===== config.mk =====
export PLATFORM = sky130hd
export DESIGN_NAME = mod_issue_stage_flat
export DESIGN_NICKNAME = d
export VERILOG_FILES = /design/src/rtl/alu_pkg.sv /design/src/rtl/mod_issue_stage_if.sv /design/src/rtl/modulus4.sv /design/src/rtl/mod_issue_stage.sv /design/src/flat_wrapper.sv
export SDC_FILE = /design/constraint.sdc
export NUM_CORES = 1
export LEC_CHECK = 0
export CELL_PAD_IN_SITES_DETAIL_PLACEMENT = 1
export CELL_PAD_IN_SITES_GLOBAL_PLACEMENT = 1
export CORE_ASPECT_RATIO = 0.6
export CORE_MARGIN = 4
export CORE_UTILIZATION = 24
export DETAILED_ROUTE_END_ITERATION = 7
export DONT_BUFFER_PORTS = 1
export MAX_ROUTING_LAYER = met4
export PLACE_DENSITY_LB_ADDON = 0.1
export SETUP_SLACK_MARGIN = 0.4
export SKIP_LAST_GASP = 1
export SLEW_MARGIN = 40
export SYNTH_ARGS = -nofsm -noshare
export SYNTH_HDL_FRONTEND = slang
export SYNTH_HIERARCHICAL = 1
export SYNTH_SLANG_ARGS = --single-unit
export TNS_END_PERCENT = 1

===== constraint.sdc =====
create_clock -name clk -period 13.4 [get_ports clk]
set_clock_uncertainty 0.1 [all_clocks]
set_input_delay 2.68 -clock clk [delete_from_list [all_inputs] [get_ports clk]]
set_output_delay 2.68 -clock clk [all_outputs]
set_load 0.01 [all_outputs]

===== src/rtl/alu_pkg.sv =====
// alu_pkg: shared ALU constants and the issue-stage state type.
package alu_pkg;
    localparam int ALU_WIDTH = 4;
    typedef enum logic [1:0] {IDLE, EVAL, DONE} mod_state_t;
endpackage


===== src/rtl/mod_issue_stage_if.sv =====
// mod_issue_stage_if: operand/result valid-ready handshakes plus the op counter.
//   master: drives in_valid/in_a/in_b/out_ready; slave: drives in_ready/out_valid/out_r/out_err/op_count.
interface mod_issue_stage_if import alu_pkg::*; #(
    parameter int WIDTH   = ALU_WIDTH,
    parameter int COUNT_W = 8
);
    logic               in_valid;
    logic               in_ready;
    logic [WIDTH-1:0]   in_a;
    logic [WIDTH-1:0]   in_b;
    logic               out_valid;
    logic               out_ready;
    logic [WIDTH-1:0]   out_r;
    logic               out_err;
    logic [COUNT_W-1:0] op_count;
    modport master (
        output in_valid, in_a, in_b, out_ready,
        input  in_ready, out_valid, out_r, out_err, op_count
    );
    modport slave (
        input  in_valid, in_a, in_b, out_ready,
        output in_ready, out_valid, out_r, out_err, op_count
    );
endinterface


===== src/rtl/modulus4.sv =====
// modulus4: combinational remainder r = a mod b (r = 0 when b = 0).
//   a, b: operands; r: remainder.
module modulus4 import alu_pkg::*; (
    input  logic [ALU_WIDTH-1:0] a,
    input  logic [ALU_WIDTH-1:0] b,
    output logic [ALU_WIDTH-1:0] r
);
    assign r = (b == '0) ? '0 : a % b;
endmodule


===== src/rtl/mod_issue_stage.sv =====
// mod_issue_stage: registered issue/capture stage around modulus4.
//   clk, rst: clock and sync active-high reset; bus: slave side of the operand/result handshakes.
module mod_issue_stage import alu_pkg::*; #(
    parameter int WIDTH   = ALU_WIDTH,
    parameter int COUNT_W = 8
) (
    input logic              clk,
    input logic              rst,
    mod_issue_stage_if.slave bus
);
    mod_state_t         state_q, state_d;
    logic [WIDTH-1:0]   a_q, b_q, r_q, m_r;
    logic               err_q, in_ready, out_valid, in_fire, out_fire;
    logic [COUNT_W-1:0] cnt_q;

    modulus4 u_mod (.a(a_q), .b(b_q), .r(m_r));

    // in_ready in DONE is a pass-through of out_ready so a new pair can issue on the retiring edge.
    always_comb begin
        state_d   = state_q;
        in_ready  = 1'b0;
        out_valid = 1'b0;
        case (state_q)
            IDLE: begin
                in_ready = !rst;
                state_d  = (bus.in_valid && !rst) ? EVAL : IDLE;
            end
            EVAL: state_d = DONE;
            DONE: begin
                out_valid = 1'b1;
                in_ready  = bus.out_ready && !rst;
                state_d   = !bus.out_ready ? DONE : (bus.in_valid ? EVAL : IDLE);
            end
            default: state_d = IDLE;
        endcase
    end

    assign in_fire  = bus.in_valid && in_ready;
    assign out_fire = out_valid && bus.out_ready;

    always_ff @(posedge clk) begin
        if (rst) begin
            state_q <= IDLE;
            a_q     <= '0;
            b_q     <= '0;
            r_q     <= '0;
            err_q   <= 1'b0;
            cnt_q   <= '0;
        end else begin
            state_q <= state_d;
            if (in_fire) begin
                a_q <= bus.in_a;
                b_q <= bus.in_b;
            end
            if (state_q == EVAL) begin
                r_q   <= (b_q == '0) ? '0 : m_r;
                err_q <= (b_q == '0);
            end
            if (out_fire) cnt_q <= cnt_q + COUNT_W'(1);
        end
    end

    assign bus.in_ready  = in_ready;
    assign bus.out_valid = out_valid;
    assign bus.out_r     = r_q;
    assign bus.out_err   = err_q;
    assign bus.op_count  = cnt_q;
endmodule


===== src/flat_wrapper.sv =====
// flat-port wrapper written by rule: the top's interface ports become plain ports
module mod_issue_stage_flat import alu_pkg::*;
#(
    parameter int WIDTH   = ALU_WIDTH,
    parameter int COUNT_W = 8
)
  (clk, rst, bus_in_valid, bus_in_a, bus_in_b, bus_out_ready, bus_in_ready, bus_out_valid, bus_out_r, bus_out_err, bus_op_count);
  mod_issue_stage_if #(.WIDTH(WIDTH), .COUNT_W(COUNT_W)) bus_i ();
  input logic clk;
  input logic rst;
  input wire logic [$bits(bus_i.in_valid)-1:0] bus_in_valid;
  input wire logic [$bits(bus_i.in_a)-1:0] bus_in_a;
  input wire logic [$bits(bus_i.in_b)-1:0] bus_in_b;
  input wire logic [$bits(bus_i.out_ready)-1:0] bus_out_ready;
  output wire logic [$bits(bus_i.in_ready)-1:0] bus_in_ready;
  output wire logic [$bits(bus_i.out_valid)-1:0] bus_out_valid;
  output wire logic [$bits(bus_i.out_r)-1:0] bus_out_r;
  output wire logic [$bits(bus_i.out_err)-1:0] bus_out_err;
  output wire logic [$bits(bus_i.op_count)-1:0] bus_op_count;
  assign bus_i.in_valid = bus_in_valid;
  assign bus_i.in_a = bus_in_a;
  assign bus_i.in_b = bus_in_b;
  assign bus_i.out_ready = bus_out_ready;
  assign bus_in_ready = bus_i.in_ready;
  assign bus_out_valid = bus_i.out_valid;
  assign bus_out_r = bus_i.out_r;
  assign bus_out_err = bus_i.out_err;
  assign bus_op_count = bus_i.op_count;
  mod_issue_stage #(.WIDTH(WIDTH), .COUNT_W(COUNT_W)) u_core (.clk(clk), .rst(rst), .bus(bus_i));
endmodule

Word-level counts from Yosys, hierarchy flattened
Cells that the tools add are included.
{"block": "classes", "addsub": 1, "n_div": 1, "eq_ne": 2, "n_mux": 7, "reduce_logical": 7}
{"cell": "$add A8 B1 Y8 const B", "n": 1}
{"cell": "$pmux W2 S3", "n": 1}
{"cell": "$logic_and A1 B1 Y1", "n": 4}
{"cell": "$logic_not A4 Y1", "n": 1}
{"cell": "$mod A4 B4 Y4", "n": 1}
{"cell": "$mux W4", "n": 1}
{"cell": "$mux W1", "n": 3}
{"cell": "$eq A2 B1 Y1 const B", "n": 1}
{"cell": "$eq A2 B2 Y1 const B", "n": 1}
{"cell": "$logic_not A2 Y1", "n": 1}
{"cell": "$mux W2", "n": 1}
{"cell": "$pmux W1 S2", "n": 1}
{"cell": "$logic_not A1 Y1", "n": 1}
{"block": "word_totals", "regBits": 23, "in_bits": 12, "output_inout_bits": 15, "wordCells": 24}

Logic depth before layout (Yosys ltp)
{"block": "depth", "ltp_word": 4, "depth_mapped": 22, "mapped_depth_nobuf": 22}

By module
The synthesis kept the hierarchy.
{"module": "mod_issue_stage", "instances": 1, "cells_each": 97, "area_each_um2": 949.7, "seq_area_each_um2": 460.4}
{"module": "modulus4", "instances": 1, "cells_each": 63, "area_each_um2": 506.7, "seq_area_each_um2": 0.0}

Worst setup path after synthesis
OpenSTA, ideal clock, no wires.
{"block": "synth_timing", "kind": "input port to output port", "startpoint": "in bus_out_ready", "endpoint": "out bus_in_ready", "arrival_ns": 3.083, "required_ns": 10.620, "slack_ns": 7.537, "path_stages": 2, "n_path_buf": 0, "cell_sequence": "or2b_1 -> and2_1"}
{"block": "synth_via", "elab_chain_cells": 2}
{"element": "start, declared", "line_no": "flat_wrapper.sv:14", "source": "input wire logic [$bits(bus_i.out_ready)-1:0] bus_out_ready;"}
{"element": "$logic_and A1 B1 Y1", "line_no": "mod_issue_stage.sv:31", "source": "in_ready = bus.out_ready && !rst;"}
{"element": "$pmux W1 S2", "line_no": "mod_issue_stage.sv:23", "source": "case (state_q)"}
{"element": "end, declared", "line_no": "flat_wrapper.sv:15", "source": "output wire logic [$bits(bus_i.in_ready)-1:0] bus_in_ready;"}
No other way between the ends.

Final worst setup path
Ends and elaborated chain as after synthesis.

==> impl_metrics.yaml <==
run_status:
  run_status: "finished, final reports clean"
grt:
  number_of_antenna_violations_at_the_first_check_in_global_routing: 0
  globalRouteOverflowTotal: 0
  gr-usage-met1_pct: 15.24
  grt_util_met3_pct: 3.582
  busiest_metal_layer_after_global_routing: "met2"
  grtUsageTotal_pct: 11.12
  use_met2_pct: 16.15
  grt_max_degree: 25
  first_global_vias: 1233
  grt_pass1_wl_um: 6134
placement:
  placed_cell_area_sq_mm: 0.001549
  portBuffers: 0
  place.detailed.hpwl_um: 3063
  final_replace_weighted_congestion: 0.7294
sta:
  worst_hold_margin_ps: 406.7
  fmax_ghz: 0.1693
  post-route-min-period_ps: 5907
  final_setup_violation_count: 0
  timing.slew.headroom_pct: 50.44
  final.period_utilization_pct: 44.08
  tns_ps: 0
  slew_at_the_pin_closest_to_its_max_slew_limit_ps: 736.6
  finalMaxSlewViolations: 0
  final-hold-violation-count: 0
  grt_setup_unrepaired: "no"
yosys:
  yosys-top-cells-area: "sky130_fd_sc_hd__dfxtp_1, sky130_fd_sc_hd__ha_1, sky130_fd_sc_hd__mux2_2"
  seq_area_frac_synth_pct: 31.62
  synth_cell_type_count: 38
  avgSynthCellArea_sq_um: 9.102
  syn-cell-area_sq_mm: 0.001456
  synthesis.instances: 160
  number_of_synthesized_flops_with_an_enable_pin: 0
  ys_async_sr_fraction_pct: 0
  yosysTopAreaCell: "sky130_fd_sc_hd__dfxtp_1"
  synth-seq-cells: 23
  number_of_warning_messages_in_the_yosys_log: 6
  synth_top_flop_cell: "sky130_fd_sc_hd__dfxtp_1"
  synth_largest_type_area_fraction_pct: 31.62
  postSynthNetCount: 185
floorplan:
  die_w_um: 108.6
  floorplan.initialDensity_pct: 25.43
  ioPinCount: 27
  design.die.area_sq_mm: 0.007419
  placeable_core_area_sq_mm: 0.005728
  placementRows: 21
  floorplan.die.height_um: 68.34
setup_path:
  worst_setup_path_class: "in2out"
  cp_data_required_time_ps: 10620
  worst-endpoint-arrival_ps: 3130
  worstPathBufferInverterCount: 0
  critPathMaxStageDelay_ps: 250
  cp-end-kind: "primary output"
  worst_reg2reg_setup_slack_ps: 8530
  r2r_start: "u_core/b_q[0]$_SDFFE_PP0P_"
  critical_path_cell_sequence: "or2b_1 > and2_1"
  crit_family: "simple AND/OR/NAND/NOR gates"
  worst_r2r_path_depth: 21
  worstReg2RegEnd: "u_core/bus.out_r[1]$_SDFFE_PP0N_"
  slowest_cell_on_crit_path: "sky130_fd_sc_hd__or2b_1"
  worstSetupStartpointType: "primary input"
  cp_max_fo: 3
pwr:
  cellInternalPower_mw: 0.1361
  powerDensity_mw_per_mm2: 135.2
  p_clk_share_pct: 20.4
  power.share.sequential_pct: 35.6
  ir_drop_worst_case_vdd_v: 0.00004461
  leakagePower_nw: 0.6288
  combPwrFrac_pct: 44.0
  total_switching_power_mw: 0.07960
  power_switching_share_pct: 36.90
cts:
  post-cts-setup-buffers: 0
  clock_tree_from_tritoncts: "done"
  number_of_buffers_inserted_during_clock_tree_synthesis: 3
  cts-resized-gates: 0
  clkSlewWorstSetupHoldPaths_ps: 80
  cts.path.max_buffers: 2
  cts.sinks: 23
  clockRootBuffer: "sky130_fd_sc_hd__clkbuf_8"
  clock_latency_at_the_later_pin_of_the_worst_skew_pair_ps: 260
  cts.hold.buffers_added: 0
  cts-htree-levels: 1
routing:
  vias: 1119
  drt-vias-per-instance: 4.624
  routedWlPerCell_um: 15.29
  dr_drc_count: 0
  drtAntennaViolNets: 0
  dr.pass1.iters: 4
  dr.first_iter.drc_count: 13
  wl_um: 3700
flow_run:
  timing.max_cap.violations: 0
finish:
  drive_above_1_share_pct: 16.05
  finalInstanceArea_sq_mm: 0.001595
  synthToLayoutAreaGrowth_pct: 9.536
  num-nets-final: 188
  antenna-diode-count: 0
hold_path:
  hold_path_depth: 2
  worstHoldEndpoint: "u_core/bus.out_r[3]$_SDFFE_PP0N_"
  classification_of_the_worst_slack_hold_path: "reg2reg"
  holdCritStartpoint: "u_core/bus.out_r[3]$_SDFFE_PP0N_"
## logic make-up after synthesis
| logic type | count (synthesis) | synth area share (%) |
|---|---|---|
| AND/OR/NAND/NOR | 61 | 23.80 |
| AO/OA/AOI/OAI | 29 | 14.52 |
| flip-flops | 23 | 31.62 |
| buffers and inverters | 14 | 3.608 |
| multiplexers | 14 | 11.17 |
| adder cells (fa/ha/maj) | 13 | 11.68 |
| XOR/XNOR | 6 | 3.608 |
## worst max path at each step
stage	slack [ps]	cells past startpoint	to	from
floorplan	7540	2	bus_in_ready	bus_out_ready
global placement	7500	2	bus_in_ready	bus_out_ready
detailed placement	7500	2	bus_in_ready	bus_out_ready
CTS	7490	2	bus_in_ready	bus_out_ready
global route	7480	2	bus_in_ready	bus_out_ready
finish	7490	2	bus_in_ready	bus_out_ready
## worst min-delay path: cells and delay by family, from the launching register on
kind	cells	cell delay (ps)
flip-flops	1	350
AND/OR/NAND/NOR	1	70
AO/OA/AOI/OAI	1	50
## power by group through the flow
stage / clock network, mW / logic (mW) / registers, mW
after floorplan: 0 / 0.0801 / 0.0768
after global placement: 0 / 0.0914 / 0.0785
after detailed placement: 0 / 0.0955 / 0.0787
after CTS: 0.0458 / 0.0960 / 0.0771
after global routing: 0.0488 / 0.107 / 0.0778
final: 0.0440 / 0.0949 / 0.0769
## per-stage QoR
step                util (%)  instances  total power, mW  setup WS, ps
global route           27.85        242           0.2333          7484
global placement       27.04        238           0.1699          7496
CTS                    27.85        242           0.2189          7493
finish                 27.85        242           0.2157          7493
floorplan                  -        160           0.1569          7537
detailed placement     27.04        238           0.1742          7497
## registers in the layout, indices dropped and copies added (netlist names)
name / count
u_core/bus.out_err: 1
u_core/a_q: 4
u_core/bus.op_count: 8
u_core/b_q: 4
u_core/state_q: 2
u_core/bus.out_r: 4
## synth_stat cells, drive strengths merged, types with 2 or more instances
master / number
xnor2: 4
xor2: 2
nor2: 11
dfxtp: 23
nor4: 2
mux2: 12
o31ai: 2
inv: 12
a211oi: 4
o21a: 2
nor3: 2
a21oi: 12
ha: 12
nor2b: 13
o211ai: 2
nand2: 14
mux2i: 2
or4: 3
nand3: 6
or3: 2
o21ai: 4
## placed cells by master, fill, tap and decap left out, drive strengths merged, types with 3 or more instances in the layout
| master | n |
|---|---|
| clkbuf | 3 |
| dfxtp | 23 |
| inv | 12 |
| nand3 | 6 |
| ha | 12 |
| or4 | 3 |
| nor2b | 13 |
| nor2 | 11 |
| mux2 | 12 |
| a211oi | 4 |
| nand2 | 14 |
| a21oi | 12 |
| o21ai | 4 |
| xnor2 | 4 |
## cell type report
| type | instances | area, sq um |
|---|---|---|
| clock buffer | 3 | 41.29 |
| multi-input combinational | 123 | 943.4 |
| sequential | 23 | 460.4 |
| inverter | 12 | 45.04 |
| fill | 682 | 4133 |
| clock inverter | 1 | 5.005 |
| tap | 80 | 100.1 |
## metal layers
metal	share of wire (%)	routed length, um	up-vias
met4	0.49	18	0
li1	-	-	568
met3	4.0	147	2
met5	0	0	-
met2	40	1470	19
met1	56	2064	530
Power figures use the tool's default switching activity.
